$ cat config.mk
export PLATFORM = sky130hd
export DESIGN_NAME = tmds_pixel_encoder
export DESIGN_NICKNAME = d
export VERILOG_FILES = /design/src/rtl/tmds_pixel_encoder.sv
export SDC_FILE = /design/constraint.sdc
export NUM_CORES = 1
export LEC_CHECK = 0
export CAP_MARGIN = 20
export CORE_UTILIZATION = 61
export DETAILED_ROUTE_END_ITERATION = 8
export GPL_TIMING_DRIVEN = 0
export PLACE_DENSITY = 0.93
export SYNTH_ARGS = -nofsm -noshare
export SYNTH_HDL_FRONTEND = slang
export SYNTH_SLANG_ARGS = --single-unit
$ cat constraint.sdc
create_clock -name clkPixel -period 11.3 [get_ports clkPixel]
set_input_delay 2.26 -clock clkPixel [delete_from_list [all_inputs] [get_ports clkPixel]]
set_output_delay 2.26 -clock clkPixel [all_outputs]
set_load 0.03 [all_outputs]
$ cat src/rtl/tmds_pixel_encoder.sv
// Three-channel DVI TMDS encoder: input register, transition-minimising stage,
// then DC-balancing stage with a per-channel running-disparity register.
`timescale 1ns/1ps

module tmds_pixel_encoder (
    input  logic              clkPixel,
    input  logic              reset,
    input  logic [7:0]        rIn,
    input  logic [7:0]        gIn,
    input  logic [7:0]        bIn,
    input  logic              blank,
    input  logic              hsync,
    input  logic              vsync,
    output logic [9:0]        tmdsR,
    output logic [9:0]        tmdsG,
    output logic [9:0]        tmdsB,
    output logic signed [4:0] dispR,
    output logic signed [4:0] dispG,
    output logic signed [4:0] dispB
);

    localparam logic [9:0] CTRL_00 = 10'b1101010100;

    function automatic logic [3:0] f_ones(input logic [7:0] d);
        logic [3:0] n;
        n = '0;
        for (int i = 0; i < 8; i++) n = n + {3'b000, d[i]};
        return n;
    endfunction

    function automatic logic [8:0] f_stage1(input logic [7:0] d);
        logic [3:0] n1;
        logic       use_xnor;
        logic [8:0] q;
        n1       = f_ones(d);
        use_xnor = (n1 > 4'd4) || ((n1 == 4'd4) && !d[0]);
        q[0]     = d[0];
        for (int i = 1; i < 8; i++) q[i] = use_xnor ? ~(q[i-1] ^ d[i]) : (q[i-1] ^ d[i]);
        q[8]     = ~use_xnor;
        return q;
    endfunction

    function automatic logic [9:0] f_ctrl(input logic [1:0] c);
        case (c)
            2'b00:   return 10'b1101010100;
            2'b01:   return 10'b0010101011;
            2'b10:   return 10'b0101010100;
            default: return 10'b1010101011;
        endcase
    endfunction

    // Channel index: 0 = blue, 1 = green, 2 = red.
    logic [7:0] r_din [3];
    logic       r_in_blank;
    logic [1:0] r_in_c;
    logic [8:0] r_qm [3];
    logic       r_s1_blank;
    logic [1:0] r_s1_c;

    always_ff @(posedge clkPixel) begin
        if (reset) begin
            r_in_blank <= 1'b1;
            r_in_c     <= 2'b00;
            r_s1_blank <= 1'b1;
            r_s1_c     <= 2'b00;
            for (int k = 0; k < 3; k++) begin
                r_din[k] <= '0;
                r_qm[k]  <= '0;
            end
        end else begin
            r_din[0]   <= bIn;
            r_din[1]   <= gIn;
            r_din[2]   <= rIn;
            r_in_blank <= blank;
            r_in_c     <= {vsync, hsync};
            r_s1_blank <= r_in_blank;
            r_s1_c     <= r_in_c;
            for (int k = 0; k < 3; k++) r_qm[k] <= f_stage1(r_din[k]);
        end
    end

    for (genvar g = 0; g < 3; g++) begin : g_chan
        logic [9:0]        r_tmds;
        logic signed [4:0] r_cnt;
        logic [7:0]        w_q;
        logic              w_q8;
        logic [1:0]        w_c;
        logic signed [4:0] w_diff;
        logic              w_cnt_pos;
        logic              w_cnt_neg;
        logic              w_more1;
        logic              w_more0;
        logic [9:0]        w_sym;
        logic signed [4:0] w_cnt_next;

        assign w_q       = r_qm[g][7:0];
        assign w_q8      = r_qm[g][8];
        assign w_c       = (g == 0) ? r_s1_c : 2'b00;
        // w_diff = n1 - n0 = 2*n1 - 8; modulo-32 arithmetic lands on the exact value.
        assign w_diff    = $signed({f_ones(w_q), 1'b0} - 5'd8);
        assign w_cnt_neg = r_cnt[4];
        assign w_cnt_pos = !r_cnt[4] && (r_cnt != 5'sd0);
        assign w_more0   = w_diff[4];
        assign w_more1   = !w_diff[4] && (w_diff != 5'sd0);

        always_comb begin
            // NOTE: defaults first so every path assigns both outputs; no latch.
            w_sym      = f_ctrl(w_c);
            w_cnt_next = 5'sd0;
            if (!r_s1_blank) begin
                if ((r_cnt == 5'sd0) || (w_diff == 5'sd0)) begin
                    w_sym      = {~w_q8, w_q8, w_q8 ? w_q : ~w_q};
                    w_cnt_next = w_q8 ? (r_cnt + w_diff) : (r_cnt - w_diff);
                end else if ((w_cnt_pos && w_more1) || (w_cnt_neg && w_more0)) begin
                    w_sym      = {1'b1, w_q8, ~w_q};
                    w_cnt_next = r_cnt - w_diff + (w_q8 ? 5'sd2 : 5'sd0);
                end else begin
                    w_sym      = {1'b0, w_q8, w_q};
                    w_cnt_next = r_cnt + w_diff - (w_q8 ? 5'sd0 : 5'sd2);
                end
            end
        end

        always_ff @(posedge clkPixel) begin
            if (reset) begin
                r_tmds <= CTRL_00;
                r_cnt  <= 5'sd0;
            end else begin
                r_tmds <= w_sym;
                r_cnt  <= w_cnt_next;
            end
        end
    end

    assign tmdsB = g_chan[0].r_tmds;
    assign tmdsG = g_chan[1].r_tmds;
    assign tmdsR = g_chan[2].r_tmds;
    assign dispB = g_chan[0].r_cnt;
    assign dispG = g_chan[1].r_cnt;
    assign dispR = g_chan[2].r_cnt;

endmodule

==> summary.md <==
| Metric | Value |
|---|---|
| First DRT Iteration DRCs | `196` |
| CP Capture Type | `register` |
| Port Buffers | `70` |
| DRC errors left | `0` |
| Num Clock Sinks | `99` |
| CTS root buffer | `clkbuf_8` |
| Setup bufs post-CTS | `0` |
| Hold worst-path end | `r_s1_blank$_SDFF_PP1_` |
| Max-cap violations | `0` |
| Largest area contributor in the netlist | `dfxtp_1` |
| Share of cells above drive strength 1 | `5.09%` |
| Final setup fails | `0` |
| Slew HR | `52.3%` |
| Critical path launch point type | `register` |
| Wire length per cell | `15.7 um` |
| GR Util All Layers | `a little over a quarter` |
| CTS resizes | `0` |
| Starting density of the core | `between 60% and 70%` |
| CTS buffer count | `9` |
| Ys flop type | `dfxtp_1` |
| Die area | `roughly 10000 um2` |
| Synth Cell Area | `approximately 5900 um2` |
| Max clock buf depth | `2` |
| Setup CP Type | `reg -> reg` |
| Period minus WS final | `around 5 ns` |
| GP Congestion | `~0.90` |
| Antenna diodes | `0` |
| EDFF count, synth | `0` |
| Routed WL | `12800 um` |
| TNS Setup | `0 ns` |
| Pin count of the biggest net entering global routing | `20` |
| Max VDD drop | `0.113 mV` |
| Hold Vio Cnt, Final | `0` |
| CTS tree | `yes` |
| Mapped Cells | `600` |
| Number of core rows | `35` |
| Min-delay worst type | `reg -> reg` |
| Fin crit share | `43.1%` |
| Synthesis-to-layout area growth | `18.5%` |
| Fmax | `approximately 0.2 GHz` |
| Hold Crit Start | `r_in_blank$_SDFF_PP1_` |
| Reg2reg path depth | `14` |
| Arr. time, crit path | `5.15 ns` |
| Final Max Slew Viols | `0` |
| Chip Width | `~100 um` |
| Power Density | `260 nW/um2` |
| Via-per-instance ratio | `around 5.3` |
| Final std cells w/o fill | `817` |
| Clk slew on worst S/H paths | `0.11 ns` |
| First-pass GRT wire length | `21000 um` |
| Outcome | `finished, final reports clean` |
| Synth Warn # | `0` |
| Mean post-synth cell area | `9.79 um2` |
| Worst Path Max Fanout | `3` |
| LEAKAGE | `3.11 nW` |
| RSZ-0062 raised after global routing | `no` |
| Total gr overflow | `0` |
| Reg2reg start | `r_qm[0][9]$_SDFF_PP0_` |
| Vias | `4342` |
| Synth top cells by count | `dfxtp_1, inv_1, ha_1` |
| Die height | `between 100 and 150 um` |
| Sequential area share after synthesis | `33.7%` |
| Initial DRT Pass Iterations | `6` |
| Worst Max-Slew Pin Slew | `approximately 0.71 ns` |
| Fin nets | `809` |
| Share of the synthesized area in the top cell type | `33.7%` |
| Cells after DPL | `801` |
| Post-DP HPWL | `9830 um` |
| Routed Antenna Nets | `0` |
| Clk_lat worst skew | `0.37 ns` |
| Req. time, crit path | `11.57 ns` |
| Initial antenna violation count | `0` |
| Worst reg-to-reg setup slack | `6.43 ns` |
| Unique masters post-synth | `48` |
| IO Pins | `between 70 and 80` |
| Flops & latches, synth | `99` |
| Post-CTS Hold Buffers | `0` |
| Vias in the first global route | `~4.6k` |
| Area contributors post-synth | `dfxtp_1, ha_1, fa_1` |
| Async SR Flop Fraction | `0%` |
| Worst Hold Depth | `1` |
| Count leader, synth | `dfxtp_1` |
| # fillers | `615` |
| Core Area | `9280 um2` |
| CTS H-tree depth | `3` |
| Clock skew | `0.0104 ns` |
| Reg2reg end | `dispG[4]$_SDFF_PP0_` |
==> layer usage <==
layer  global-route usage (%)  part of all wire (%)  up-vias  wire length [um]
met5                        0                     0        -                 0
met4                     12.5                   3.2        0               408
met3                     5.29                   5.6       45               718
met2                     50.6                    53      152              6750
met1                     29.7                    39     2086              4940
li1                         -                     -     2059                 -
==> power breakdown <==
group / leakage [nW] / switching (mW) / internal (mW)
registers: 0.816 / 0.0317 / 0.386
logic: 2.19 / 0.656 / 0.485
clock network: 0.107 / 0.142 / 0.109
==> layout make-up <==
cell class | instances | area, um2 | area share [%]
sequential | 99 | 1980 | 28.5
clock buffer | 9 | 124 | 1.78
inverter | 90 | 338 | 4.85
timing repair buffer | 70 | 701 | 10.1
tap | 129 | 161 | 2.32
clock inverter | 7 | 93.8 | 1.35
buffer | 20 | 100 | 1.44
multi-input combinational | 393 | 3460 | 49.7
==> placed cells by master, fill, tap and decap left out, types with 4 or more instances in the layout <==
| master | n |
|---|---|
| nor2_1 | 53 |
| xnor2_1 | 50 |
| buf_2 | 5 |
| nor3b_1 | 6 |
| fa_1 | 30 |
| clkbuf_8 | 9 |
| a211oi_1 | 8 |
| clkdlybuf4s50_1 | 70 |
| or2_2 | 4 |
| xnor3_1 | 4 |
| nand4_1 | 4 |
| nand2_1 | 25 |
| nor2b_1 | 28 |
| xor2_1 | 25 |
| nand3_1 | 5 |
| o21bai_1 | 7 |
| clkbuf_1 | 11 |
| o21ai_0 | 11 |
| inv_1 | 88 |
| a21oi_1 | 12 |
| ha_1 | 67 |
| dfxtp_1 | 99 |
| mux2i_1 | 5 |
| o211ai_1 | 6 |
==> critical path, cell delays in order, from the launching register on <==
cell	delay, ns
dfxtp_1	0.36
fa_1	0.53
inv_1	0.05
fa_1	0.45
fa_1	0.49
inv_1	0.05
ha_1	0.22
fa_1	0.55
inv_1	0.12
fa_1	0.47
xor2_1	0.35
nand3_1	0.21
or4b_1	0.55
mux2_2	0.28
o311ai_0	0.08
==> registers in the layout, indices dropped and copies added, names as in the netlist <==
register,count
r_in_c,2
r_qm,27
tmdsB,10
g_chan.w_c,2
tmdsR,10
dispB,4
r_in_blank,1
r_s1_blank,1
tmdsG,10
dispR,4
dispG,4
r_din,24
==> stage by stage <==
step	hold WS [ns]	setup slack [ns]	area, um2	utilization [%]	total power, mW
6_report	0.461	6.43	6960	75.0	1.81
5_1_grt	0.475	6.26	6960	75.0	1.94
4_1_cts	0.466	6.51	6960	75.0	1.79
3_5_place_dp	0.413	6.65	6740	72.6	1.51
3_3_place_gp	0.398	6.78	6740	72.6	1.42
2_1_floorplan	0.389	6.95	5880	-	1.25
==> worst max-delay path by stage <==
stage                     slack, ns             endpoint              startpoint
final                          6.43  dispG[4]$_SDFF_PP0_   r_qm[0][9]$_SDFF_PP0_
after global routing           6.26  dispG[4]$_SDFF_PP0_   r_qm[0][9]$_SDFF_PP0_
after CTS                      6.51  dispG[4]$_SDFF_PP0_   r_qm[0][9]$_SDFF_PP0_
after detailed placement       6.65  dispR[4]$_SDFF_PP0_  r_qm[0][18]$_SDFF_PP0_
after global placement         6.78  dispR[4]$_SDFF_PP0_  r_qm[0][18]$_SDFF_PP0_
after floorplan                6.95  dispG[4]$_SDFF_PP0_   r_qm[0][9]$_SDFF_PP0_
==> kinds of logic after synthesis <==
kind of cell / Yosys count / share of synthesized area, %
and+or+nand+nor: 143 / 12.1
buffers and inverters: 110 / 7.45
DFF: 99 / 33.7
adders and majority gates: 97 / 24.5
xor gates and xnor gates: 80 / 13.1
AOI/OAI and AO/OA: 61 / 7.01
muxes: 9 / 2.00
other: 1 / 0.0638
(Power assumes the default switching activity.)
